==> src/rtl/uart_rx_if.sv <==
// Byte pop interface between the UART receiver FIFO and the core-side consumer.
// The receiver drives data/valid (master); the consumer drives ready (slave).
interface uart_rx_if;
  logic [7:0] RDATA;
  logic       RVALID;
  logic       RREADY;

  modport master (output RDATA, output RVALID, input RREADY);
  modport slave  (input RDATA, input RVALID, output RREADY);
endinterface

==> src/rtl/uart_rx.sv <==
// 8N1 UART receiver: two-flop input synchroniser, mid-bit sampling FSM,
// first-word-fall-through receive FIFO and sticky framing/overrun flags.
module uart_rx #(
  parameter int CLKS_PER_BIT = 868,
  parameter int FIFO_DEPTH   = 4
) (
  input  logic           CLK,
  input  logic           NRST,
  input  logic           RX_DSER,
  uart_rx_if.master      bus,
  output logic           FERR,
  output logic           OVERRUN,
  input  logic           CLR_ERR
);

  localparam int CW = $clog2(CLKS_PER_BIT);
  localparam int PW = $clog2(FIFO_DEPTH);
  localparam logic [CW-1:0] C_LAST  = CW'(CLKS_PER_BIT - 1);
  localparam logic [CW-1:0] C_HALF  = CW'(CLKS_PER_BIT / 2 - 1);
  localparam logic [PW:0]   C_DEPTH = (PW + 1)'(FIFO_DEPTH);

  typedef enum logic [2:0] {
    S_IDLE      = 3'd0,
    S_START     = 3'd1,
    S_DATA      = 3'd2,
    S_STOP      = 3'd3,
    S_WAIT_IDLE = 3'd4
  } state_t;

  logic [1:0]    r_sync;
  state_t        r_state;
  logic [CW-1:0] r_cnt;
  logic [2:0]    r_bit;
  logic [7:0]    r_shift;
  logic [7:0]    r_mem [FIFO_DEPTH];
  logic [PW:0]   r_wr_ptr;
  logic [PW:0]   r_rd_ptr;
  logic          r_ferr;
  logic          r_ovr;

  logic          w_rx;
  logic          w_stop_smp;
  logic          w_push;
  logic          w_ferr_set;
  logic [PW:0]   w_count;
  logic          w_empty;
  logic          w_full;
  logic          w_pop;
  logic          w_wr_en;
  logic          w_ovr_set;

  assign w_rx       = r_sync[1];
  assign w_stop_smp = (r_state == S_STOP) && (r_cnt == C_LAST);
  assign w_push     = w_stop_smp && w_rx;
  assign w_ferr_set = w_stop_smp && !w_rx;
  assign w_count    = r_wr_ptr - r_rd_ptr;
  assign w_empty    = (r_wr_ptr == r_rd_ptr);
  assign w_full     = (w_count == C_DEPTH);
  assign w_pop      = !w_empty && bus.RREADY;
  // A full FIFO still takes the byte when the head is popped in the same cycle.
  assign w_wr_en    = w_push && (!w_full || w_pop);
  assign w_ovr_set  = w_push && w_full && !w_pop;

  assign bus.RDATA  = r_mem[r_rd_ptr[PW-1:0]];
  assign bus.RVALID = !w_empty;
  assign FERR       = r_ferr;
  assign OVERRUN    = r_ovr;

  always_ff @(posedge CLK or negedge NRST) begin
    if (!NRST) begin
      r_sync <= 2'b11;
    end else begin
      r_sync <= {r_sync[0], RX_DSER};
    end
  end

  always_ff @(posedge CLK or negedge NRST) begin
    if (!NRST) begin
      r_state <= S_IDLE;
      r_cnt   <= '0;
      r_bit   <= 3'd0;
      r_shift <= 8'h00;
    end else begin
      case (r_state)
        S_IDLE: begin
          if (!w_rx) begin
            r_cnt   <= '0;
            r_state <= S_START;
          end
        end
        S_START: begin
          if (r_cnt == C_HALF) begin
            if (w_rx) begin
              r_state <= S_IDLE;
            end else begin
              r_cnt   <= '0;
              r_bit   <= 3'd0;
              r_state <= S_DATA;
            end
          end else begin
            r_cnt <= r_cnt + 1'b1;
          end
        end
        S_DATA: begin
          if (r_cnt == C_LAST) begin
            r_shift[r_bit] <= w_rx;
            r_cnt          <= '0;
            if (r_bit == 3'd7) begin
              r_state <= S_STOP;
            end else begin
              r_bit <= r_bit + 3'd1;
            end
          end else begin
            r_cnt <= r_cnt + 1'b1;
          end
        end
        S_STOP: begin
          if (r_cnt == C_LAST) begin
            r_cnt   <= '0;
            // A low stop bit may be a break; hold off until the line returns high.
            r_state <= w_rx ? S_IDLE : S_WAIT_IDLE;
          end else begin
            r_cnt <= r_cnt + 1'b1;
          end
        end
        S_WAIT_IDLE: begin
          if (w_rx) begin
            r_state <= S_IDLE;
          end
        end
        default: begin
          r_state <= S_IDLE;
          r_cnt   <= '0;
        end
      endcase
    end
  end

  always_ff @(posedge CLK or negedge NRST) begin
    if (!NRST) begin
      r_wr_ptr <= '0;
      r_rd_ptr <= '0;
      for (int i = 0; i < FIFO_DEPTH; i++) begin
        r_mem[i] <= 8'h00;
      end
    end else begin
      if (w_wr_en) begin
        r_mem[r_wr_ptr[PW-1:0]] <= r_shift;
        r_wr_ptr                <= r_wr_ptr + 1'b1;
      end
      if (w_pop) begin
        r_rd_ptr <= r_rd_ptr + 1'b1;
      end
    end
  end

  always_ff @(posedge CLK or negedge NRST) begin
    if (!NRST) begin
      r_ferr <= 1'b0;
      r_ovr  <= 1'b0;
    end else begin
      if (w_ferr_set) begin
        r_ferr <= 1'b1;
      end else if (CLR_ERR) begin
        r_ferr <= 1'b0;
      end
      if (w_ovr_set) begin
        r_ovr <= 1'b1;
      end else if (CLR_ERR) begin
        r_ovr <= 1'b0;
      end
    end
  end

endmodule

==> src/flat_wrapper.sv <==
// flat-port wrapper written by rule: the top's interface ports become plain ports
module uart_rx_flat 
#(
  parameter int CLKS_PER_BIT = 868,
  parameter int FIFO_DEPTH   = 4
)
  (CLK, NRST, RX_DSER, FERR, OVERRUN, CLR_ERR, bus_RDATA, bus_RVALID, bus_RREADY);
  uart_rx_if bus_i ();
  input  logic CLK;
  input  logic NRST;
  input  logic RX_DSER;
  output logic FERR;
  output logic OVERRUN;
  input  logic CLR_ERR;
  output wire logic [$bits(bus_i.RDATA)-1:0] bus_RDATA;
  output wire logic [$bits(bus_i.RVALID)-1:0] bus_RVALID;
  input wire logic [$bits(bus_i.RREADY)-1:0] bus_RREADY;
  assign bus_RDATA = bus_i.RDATA;
  assign bus_RVALID = bus_i.RVALID;
  assign bus_i.RREADY = bus_RREADY;
  uart_rx #(.CLKS_PER_BIT(CLKS_PER_BIT), .FIFO_DEPTH(FIFO_DEPTH)) u_core (.CLK(CLK), .NRST(NRST), .RX_DSER(RX_DSER), .bus(bus_i), .FERR(FERR), .OVERRUN(OVERRUN), .CLR_ERR(CLR_ERR));
endmodule
==> config.mk <==
export PLATFORM = sky130hd
export DESIGN_NAME = uart_rx_flat
export DESIGN_NICKNAME = d
export VERILOG_FILES = /design/src/rtl/uart_rx_if.sv /design/src/rtl/uart_rx.sv /design/src/flat_wrapper.sv
export SDC_FILE = /design/constraint.sdc
export NUM_CORES = 1
export LEC_CHECK = 0
export CAP_MARGIN = 40
export CORE_AREA = 2 2 81 83
export CTS_CLUSTER_DIAMETER = 80
export DETAILED_ROUTE_END_ITERATION = 12
export DIE_AREA = 0 0 83 85
export PLACE_DENSITY_LB_ADDON = 0.05
export SLEW_MARGIN = 20
export SYNTH_ARGS = -nofsm -noshare
export SYNTH_HDL_FRONTEND = slang
export SYNTH_SLANG_ARGS = --single-unit
==> constraint.sdc <==
create_clock -name CLK -period 2.9 [get_ports CLK]
set_clock_uncertainty 0.05 [all_clocks]
set_input_delay 0.58 -clock CLK [delete_from_list [all_inputs] [get_ports CLK]]
set_output_delay 0.58 -clock CLK [all_outputs]
set_load 0.05 [all_outputs]
==> results of run 1 <==
[power breakdown]
| part | leakage (nW) | switching, W | total (W) | internal [W] |
|---|---|---|---|---|
| clock network | 0.0962 | 0.000381 | 0.000784 | 0.000403 |
| logic | 0.836 | 0.000258 | 0.000434 | 0.000176 |
| registers | 0.889 | 0.0000191 | 0.000964 | 0.000945 |
| total | 1.82 | 0.000659 | 0.00218 | 0.00152 |
[flip-flops by register name, summed over array words and instances, names as in the netlist]
name,flops
u_core.r_cnt,10
u_core.r_bit,3
u_core.r_mem,32
u_core.r_state,3
u_core.r_rd_ptr,3
u_core.r_sync,2
u_core.FERR,1
u_core.r_wr_ptr,3
u_core.OVERRUN,1
u_core.r_shift,8
[cell type report]
cell class	instances	area (sq um)
Sequential cell	66	1654
Multi-Input combinational cell	189	1790
Fill cell	489	2190
Clock inverter	7	76.32
Clock buffer	9	123.9
Timing Repair Buffer	24	232.7
Tap cell	77	96.34
Inverter	11	41.29
[stage by stage]
step,std cells,area (sq um),setup slack (ns)
finish,383,4015,0.1609
global route,383,4015,0.08659
CTS,383,4015,0.1245
detailed placement,367,3815,0.3280
global placement,367,3815,0.3649
floorplan,283,3597,0.2533
[path summary, 6_finish.rpt]
path / cells past startpoint / from / to
max in group asynchronous: 2 / NRST / u_core.r_sync[1]
worst min register to register: 0 / u_core.r_sync[0] / u_core.r_sync[1]
worst min-delay path: 1 / NRST / u_core.r_cnt[9]
worst max register to register: 6 / u_core.r_rd_ptr[0] / u_core.r_mem[6]
worst max-delay path: 3 / u_core.r_rd_ptr[0] / bus_RDATA[0]
min in group CLK: 0 / u_core.r_sync[0] / u_core.r_sync[1]
[per-layer routing]
layer	up-vias	GRT usage, %
met5	-	0
met3	8	4.961
li1	1094	-
met2	28	34.02
met4	0	8.048
met1	1173	30.80
[cells by family (layout without fill, tap and decap cells)]
logic type | Yosys count | count (layout) | synth area share (%)
fa+ha+maj | 11 | 11 | 3.826
flops | 66 | 66 | 45.98
compound gates | 39 | 39 | 10.78
mux | 53 | 53 | 19.10
buf+inv | 28 | 51 | 4.243
xor+xnor | 7 | 7 | 2.122
simple gates | 79 | 79 | 13.95
[layout by cell type (no fill, tap or decap), types with 3 or more instances in the layout]
cell,n
dfrtp_1,64
mux2_2,45
nand2_1,15
clkdlybuf4s50_1,12
inv_1,11
ha_1,11
nand3_1,10
clkbuf_8,9
buf_4,9
mux4_2,8
nor2_1,8
o22ai_1,5
or2_2,5
a311oi_4,4
nor3_1,4
a21oi_1,4
nor2b_1,3
nand4b_1,3
o21ai_0,3
nand4_1,3
or4_1,3
xor2_1,3
==> impl_metrics.py, run 1 <==
metrics = {
    "critical_path": {
        "crit_fanout": 6,
        "crit_arrival_ns": 2.11,
        "start_kind": "flop",
        "critical_path_buf_inv_count": 2,
        "critPathMaxStageDelay_ns": 0.72,
        "slowest_stage": "clkdlybuf4s50_1",
        "regToRegSetupSlack_ns": 0.41,
        "path_cells": "buf_4 -> mux4_2 -> clkdlybuf4s50_1",
        "endpoint_kind": "output port",
        "required_ns": 2.27,
        "critical-path-top-delay-family": "buffers and inverters",
        "crit_type": "flop to output port",
    },
    "logic_synthesis": {
        "yosysSeqAreaShare_pct": 45.98,
        "synth_top_area_share_pct": 44.52,
        "synth_edf_count": 0,
        "synth.avg_cell_area_sq_um": 12.71,
        "ys_ff_latch": 66,
        "synthTopCellsByCount": "dfrtp_1 (64), mux2_2 (45), nand2_1 (15)",
        "syn_area_sq_mm": 0.003597,
        "ys_async_sr_fraction_pct": 100.0,
        "synthTopCellsByArea": "dfrtp_1 (45%), mux2_2 (14%), mux4_2 (5.0%)",
        "yosys.area.top_type": "dfrtp_1",
        "synth.net_count": 299,
        "ys.flop_type": "dfrtp_1",
        "netlist_instances": 283,
        "post-synth-top-count-cell": "dfrtp_1",
        "yosysUniqueCellTypes": 67,
        "yosys_warnings": 0,
    },
    "grt": {
        "grt_max_degree": 39,
        "gr-total-overflow": 0,
        "grt_pass1_vias": 2407,
        "grt_usage_pct": 21.98,
        "grt_antenna_before_repair": 0,
        "grt_pass1_wl_mm": 12.13,
    },
    "die": {
        "num_rows": 29,
        "die_w_microns": 83,
        "io-pin-count": 16,
        "die_area_sq_mm": 0.007055,
        "initial_core_util_pct": 57.98,
        "core_area_sq_mm": 0.006205,
        "dieHeight_microns": 85,
    },
    "power_and_ir_drop": {
        "power_density_mw_per_mm2": 543.6,
        "ir_drop_v": 0.0005487,
        "p_leak_nw": 1.821,
        "power_w": 0.002182,
    },
    "timing": {
        "post-route-period-util_pct": 94.45,
        "clock.fmax_ghz": 0.3651,
        "slew_headroom_pct": 55.55,
        "rsz0062_at_grt": "no",
        "hold_ws_ns": 0.2167,
        "final-max-slew-violation-count": 0,
        "fin_crit_ns": 2.739,
        "hold_viol": 0,
        "tns_ns": 0,
        "worst_slew_pin_slew_ns": 0.6667,
        "setup_viol": 0,
    },
    "route": {
        "wl_mm": 6.902,
        "post_drt_wl_per_cell_microns": 18.02,
        "first_pass_iters": 4,
        "num_vias": 2303,
        "vias_per_cell": 6.013,
        "top_layer_used": "met4",
        "met2_length_mm": 3.221,
        "antenna_left": 0,
        "wl_met3_microns": 170,
        "wl_met1_mm": 3.414,
        "drtIter0Drc": 133,
        "drc_errors": 0,
    },
    "clock_network": {
        "clk_path_buf_depth": 2,
        "post_cts_buffers": 0,
        "clock_latency_ns": 0.34,
        "path_clk_slew_ns": 0.08,
        "cts_resized": 0,
        "cts-htree-levels": 3,
        "cts_hold_buf": 0,
        "cts_root_buffer": "clkbuf_8",
        "cts_buffers": 9,
        "cts.sinks": 66,
        "cts_tree": "yes",
    },
    "job": {
        "maxCapViolations": 0,
    },
    "placed_design": {
        "dpl.hpwl_mm": 4.731,
        "io_buffers": 15,
        "place_congestion": 0.8437,
    },
    "cells_and_area": {
        "areaGrowthSynthToFinish_pct": 11.62,
        "drive_above_1_share_pct": 34.64,
        "final_nets": 317,
        "n_antenna_cell": 0,
        "final_core_util_pct": 64.71,
    },
    "status": {
        "status": "finished, final reports clean",
    },
    "hold_path": {
        "worst_hold_path_type": "input pin to asynchronous set/reset pin",
    },
}
Power figures use the tool's default switching activity.
==> inputs of run 2 (changes only) <==
Settings changed: MAX_ROUTING_LAYER set to met4.
==> impl_metrics.py, run 2 (synthesis gave the netlist of run 1 again) <==
metrics = {
    "status": {
        "status": "finished, final reports clean",
    },
    "timing": {
        "post-route-period-util_pct": 94.39,
        "hold_viol": 0,
        "fin_crit_ns": 2.737,
        "tns_ns": 0,
        "worst_slew_pin_slew_ns": 0.6626,
        "setup_viol": 0,
        "fin_ws_ns": 0.1628,
        "final-max-slew-violation-count": 0,
        "clock.fmax_ghz": 0.3653,
        "rsz0062_at_grt": "no",
        "slew_headroom_pct": 55.82,
    },
    "power_and_ir_drop": {
        "combPwrFrac_pct": 19.9,
        "p_sw_share_pct": 30.15,
        "power_w": 0.002181,
        "power_density_mw_per_mm2": 543.3,
        "ir_drop_v": 0.0005484,
        "p_leak_nw": 1.821,
        "p_int_w": 0.001524,
        "switchingPower_w": 0.0006576,
        "power_frac_seq_pct": 44.2,
        "power.share.clock_pct": 35.9,
    },
    "route": {
        "drc_errors": 0,
        "antenna_left": 0,
        "drtIter0Drc": 124,
        "num_vias": 2286,
        "first_pass_iters": 4,
        "wl_mm": 6.895,
        "vias_per_cell": 5.969,
        "post_drt_wl_per_cell_microns": 18.00,
    },
    "grt": {
        "grt_antenna_before_repair": 0,
        "grt_usage_pct": 22.71,
        "gr-total-overflow": 0,
        "grt_max_degree": 39,
        "grt_pass1_vias": 2395,
        "grt_pass1_wl_mm": 12.14,
    },
    "critical_path": {
        "crit_fanout": 6,
        "critical-path-top-delay-family": "buffers and inverters",
        "path_cells": "buf_4 -> mux4_2 -> clkdlybuf4s50_1",
        "crit_type": "flop to output port",
        "required_ns": 2.27,
        "crit_cells": 3,
        "slowest_stage": "clkdlybuf4s50_1",
        "start_kind": "flop",
        "critical_path_buf_inv_count": 2,
        "crit_arrival_ns": 2.11,
        "reg2reg_depth": 6,
        "critPathMaxStageDelay_ns": 0.72,
        "endpoint_kind": "output port",
    },
    "die": {
        "die_area_sq_mm": 0.007055,
        "initial_core_util_pct": 57.98,
        "num_rows": 29,
        "core_area_sq_mm": 0.006205,
        "dieHeight_microns": 85,
        "die_w_microns": 83,
        "io-pin-count": 16,
    },
    "placed_design": {
        "dp_cells": 367,
        "place_congestion": 0.8569,
        "dpl.hpwl_mm": 4.731,
        "place_ws_ns": 0.3280,
        "io_buffers": 15,
    },
    "job": {
        "maxCapViolations": 0,
    },
    "clock_network": {
        "clock_latency_ns": 0.34,
        "cts.sinks": 66,
        "cts_resized": 0,
        "post_cts_buffers": 0,
        "cts_root_buffer": "clkbuf_8",
        "cts_buffers": 9,
        "cts-htree-levels": 3,
        "cts_tree": "yes",
        "path_clk_slew_ns": 0.08,
        "cts_hold_buf": 0,
        "clk_path_buf_depth": 2,
    },
    "cells_and_area": {
        "areaGrowthSynthToFinish_pct": 11.62,
        "nFillCells": 489,
        "top_register": "u_core.r_mem",
        "fin_cells": 383,
        "largest_reg_flops": 32,
        "final_nets": 317,
        "reg_top3": "u_core.r_mem: 32 flops, u_core.r_cnt: 10 flops, u_core.r_shift: 8 flops",
        "n_antenna_cell": 0,
        "final_common_cell": "dfrtp_1",
        "drive_above_1_share_pct": 34.64,
        "mostFrequentLayoutCells": "dfrtp_1 (64), mux2_2 (45), nand2_1 (15)",
    },
    "hold_path": {
        "worst_hold_path_type": "input pin to asynchronous set/reset pin",
    },
}
-- run 2: worst paths after layout --
kind	to	startpoint	slack, ns
max	bus_RDATA[0]	u_core.r_rd_ptr[0]	0.16
min	u_core.r_cnt[9]	NRST	0.22
max reg2reg	u_core.r_mem[6]	u_core.r_rd_ptr[0]	0.41
min reg2reg	u_core.r_sync[1]	u_core.r_sync[0]	0.31
max in group asynchronous	u_core.r_sync[1]	NRST	1.89
min in group CLK	u_core.r_sync[1]	u_core.r_sync[0]	0.31
-- run 2: worst reg2reg max path, cell delays in order (launching register included) --
cell and delay (ns):
dfrtp_1 0.38, buf_4 0.16, ha_1 0.28, and2_0 0.15
a21bo_2 0.33, a311oi_4 0.62, mux2_2 0.41
-- run 2: power groups by stage --
stage	clock network, W	registers, W	logic, W
global placement	0	0.000982	0.000438
finish	0.000783	0.000964	0.000435
global route	0.000847	0.000967	0.000478
CTS	0.000807	0.000964	0.000443
detailed placement	0	0.000983	0.000441
floorplan	0	0.000978	0.000325
-- run 2: stage by stage --
stage	instance area, sq um	util, %	hold slack (ns)
4_1_cts	4015	64.71	0.2265
3_5_place_dp	3815	61.48	0.2979
5_1_grt	4015	64.71	0.2604
6_report	4015	64.71	0.2170
3_3_place_gp	3815	61.48	0.2984
2_1_floorplan	3597	-	0.2344
-- run 2: final cells by class --
class / instances / area, sq um / share of cell area (%)
flip-flops and latches: 66 / 1654 / 41.20
clock buffers: 9 / 123.9 / 3.085
clock inverters: 7 / 76.32 / 1.901
well taps: 77 / 96.34 / 2.400
inverters: 11 / 41.29 / 1.028
repair buffers: 24 / 232.7 / 5.796
multi-input cells: 189 / 1790 / 44.59
-- run 2: metal layers --
| layer | track usage (%) | vias up | wire length (microns) |
|---|---|---|---|
| met2 | 33.87 | 25 | 3190 |
| met3 | 4.961 | 10 | 156 |
| li1 | - | 1097 | - |
| met5 | - | - | 0 |
| met4 | 8.048 | 0 | 114 |
| met1 | 31.06 | 1154 | 3435 |
==> inputs of run 3 (changes only) <==
Settings changed: ABC_AREA set to 1, CORE_AREA 2 2 81 83 to 2 2 84 86, DIE_AREA 0 0 83 85 to 0 0 86 88, SLEW_MARGIN 20 to 40.
==> impl_metrics.py, run 3 <==
metrics = {
    "power_and_ir_drop": {
        "power_frac_seq_pct": 35.7,
        "p_sw_share_pct": 38.12,
        "p_int_w": 0.001705,
        "p_leak_nw": 2.057,
        "power.share.clock_pct": 31.6,
        "combPwrFrac_pct": 32.7,
        "power_density_mw_per_mm2": 656.8,
        "switchingPower_w": 0.001050,
        "power_w": 0.002754,
        "ir_drop_v": 0.0002498,
    },
    "critical_path": {
        "slowest_stage": "dfrtp_1",
        "endpoint": "u_core.r_mem[3]",
        "path_cells": "clkinv_1 -> ha_1 -> nand2_1 -> nand2_1 -> inv_1 -> nand2_1 -> nand2_1 -> nand2_2 -> nand3_1 -> nand2_1 -> nand2_1",
        "crit_arrival_ns": 2.72,
        "start_kind": "flop",
        "cp-startpoint": "u_core.r_rd_ptr[1]",
        "critPathMaxStageDelay_ns": 0.52,
        "regToRegSetupSlack_ns": 0.36,
        "crit_type": "flop to flop",
        "required_ns": 3.08,
        "crit_fanout": 16,
        "cpMostUsedCell": "nand2_1",
        "endpoint_kind": "flop",
        "reg2reg_depth": 11,
        "r2r-start": "u_core.r_rd_ptr[1]",
        "rr_endpoint": "u_core.r_mem[3]",
    },
    "cells_and_area": {
        "areaGrowthSynthToFinish_pct": 8.866,
        "final_nets": 526,
        "n_antenna_cell": 0,
        "largest_reg_flops": 32,
        "final_common_cell": "nand2_1",
        "nFillCells": 608,
        "final_core_util_pct": 63.13,
        "mostFrequentLayoutCells": "nand2_1 (155), dfrtp_1 (64), nand4_1 (49)",
        "register_area_sq_mm": 0.001654,
        "drive_above_1_share_pct": 10.29,
        "fin_cells": 595,
        "reg_top3": "u_core.r_mem: 32 flops, u_core.r_cnt: 10 flops, u_core.r_shift: 8 flops",
        "top_register": "u_core.r_mem",
        "multi_input_area_sq_mm": 0.001862,
    },
    "logic_synthesis": {
        "synth.net_count": 515,
        "syn_area_sq_mm": 0.003852,
        "yosysSeqAreaShare_pct": 42.94,
        "synthTopCellsByArea": "dfrtp_1 (42%), nand2_1 (15%), nand4_1 (8.0%)",
        "synthTopCellsByCount": "nand2_1 (156), dfrtp_1 (64), nand4_1 (49)",
        "yosys_warnings": 0,
        "synth_edf_count": 0,
        "netlist_instances": 499,
        "yosysUniqueCellTypes": 33,
        "ys.flop_type": "dfrtp_1",
        "yosys.area.top_type": "dfrtp_1",
        "synth.avg_cell_area_sq_um": 7.720,
        "post-synth-top-count-cell": "nand2_1",
        "ys_ff_latch": 66,
        "ys_async_sr_fraction_pct": 100.0,
        "synth_top_area_share_pct": 41.57,
    },
    "die": {
        "dieHeight_microns": 88,
        "io-pin-count": 16,
        "num_rows": 30,
        "core_area_sq_mm": 0.006644,
        "die_w_microns": 86,
        "die_area_sq_mm": 0.007568,
        "initial_core_util_pct": 57.98,
    },
    "placed_design": {
        "io_buffers": 15,
        "dp_cells": 579,
        "dpl.hpwl_mm": 6.299,
        "place_congestion": 0.8830,
    },
    "timing": {
        "final-max-slew-violation-count": 0,
        "hold_viol": 0,
        "tns_ns": 0,
        "worst_slew_pin_slew_ns": 0.6879,
        "rsz0062_at_grt": "no",
        "setup_viol": 0,
        "clock.fmax_ghz": 0.3943,
        "hold_ws_ns": 0.1721,
        "fin_crit_ns": 2.536,
        "slew_headroom_pct": 53.89,
        "post-route-period-util_pct": 87.45,
    },
    "grt": {
        "grt_max_degree": 67,
        "grt_usage_pct": 26.52,
        "gr-total-overflow": 0,
        "grt_pass1_wl_mm": 15.33,
        "grt_pass1_vias": 3165,
        "grt_antenna_before_repair": 0,
    },
    "clock_network": {
        "path_clk_slew_ns": 0.08,
        "cts_tree": "yes",
        "cts-htree-levels": 3,
        "cts_root_buffer": "clkbuf_8",
        "clock_latency_ns": 0.34,
        "cts_buffers": 9,
        "cts.sinks": 66,
        "post_cts_buffers": 0,
        "clk_path_buf_depth": 2,
    },
    "hold_path": {
        "worst_hold_path_type": "input pin to asynchronous set/reset pin",
    },
    "route": {
        "antenna_left": 0,
        "wl_mm": 9.001,
        "drc_errors": 0,
        "first_pass_iters": 4,
        "drtIter0Drc": 217,
        "post_drt_wl_per_cell_microns": 15.13,
        "vias_per_cell": 5.612,
        "num_vias": 3339,
    },
    "status": {
        "status": "finished, final reports clean",
    },
    "job": {
        "maxCapViolations": 0,
    },
}
-- run 3: cell count changes in the layout (fill, tap and decap cells not counted), moves of 7 or more --
cell	previous run	this run
clkdlybuf4s50_1	12	5
inv_1	11	43
mux2_2	45	0
mux4_2	8	0
nand2_1	15	155
nand3_1	10	38
nand4_1	3	49
nor2_1	8	40
o21ai_0	3	25
o21ai_1	0	7
-- run 3: worst min-delay path by stage --
stage / start / end / slack (ns) / cells after the start
6_report: NRST / u_core.r_mem[28] / 0.17 / 2
5_1_grt: NRST / u_core.r_rd_ptr[2] / 0.22 / 2
4_1_cts: NRST / u_core.r_mem[28] / 0.21 / 2
3_5_place_dp: u_core.r_sync[0] / u_core.r_sync[1] / 0.30 / 0
3_3_place_gp: u_core.r_sync[0] / u_core.r_sync[1] / 0.30 / 0
2_1_floorplan: NRST / u_core.FERR / 0.23 / 0
-- run 3: cell type report --
| cell class | instances | area share, % |
|---|---|---|
| inverter | 47 | 4.206 |
| clock buffer | 9 | 2.953 |
| clock inverter | 7 | 2.387 |
| timing repair buffer | 19 | 4.236 |
| multi-input combinational | 367 | 44.39 |
| tap | 80 | 2.387 |
| sequential | 66 | 39.44 |
-- run 3: cells by family (layout without fill, tap and decap cells) --
family                     Yosys count  count (layout)  synth area share [%]
AOI/OAI and AO/OA                   47              47                 6.626
xor gates and xnor gates             5               5                 1.137
adders and majority gates           11              11                 3.573
buffers and inverters               66              82                 8.802
DFF                                 66              66                 42.94
and+or+nand+nor                    304             304                 36.93
-- run 3: per-stage QoR --
| stage | area [sq um] | setup slack, ns |
|---|---|---|
| final | 4194 | 0.3639 |
| after floorplan | 3852 | 0.5116 |
| after CTS | 4192 | 0.2358 |
| after detailed placement | 3968 | 0.2311 |
| after global routing | 4194 | 0.1124 |
| after global placement | 3968 | 0.3815 |
-- run 3: layer usage --
| layer | wire, microns | global-route usage, % |
|---|---|---|
| met1 | 4196 | 34.28 |
| met2 | 4379 | 41.79 |
| met3 | 239 | 4.618 |
| met4 | 185 | 10.25 |
| met5 | 0 | - |
-- run 3: power by group through the flow --
stage	clock network, W	logic, W	registers [W]
detailed placement	0	0.000901	0.000998
finish	0.000870	0.000902	0.000983
global route	0.000929	0.000995	0.000987
CTS	0.000883	0.000901	0.000980
global placement	0	0.000893	0.000997
floorplan	0	0.000647	0.000994
-- run 3: repair_timing --
action / in CTS / in global routing
hold buffers: 0 / 0
hold endpoints to repair: 0 / 0
gates resized for setup: 0 / 1
setup endpoints to repair: 0 / 27
-- run 3: critical path: cells and delay by family (launching register included) --
kind,cells,cell delay [ns]
flip-flops,1,0.52
buffers and inverters,2,0.34
adder cells (fa/ha/maj),1,0.39
AND/OR/NAND/NOR,8,1.12
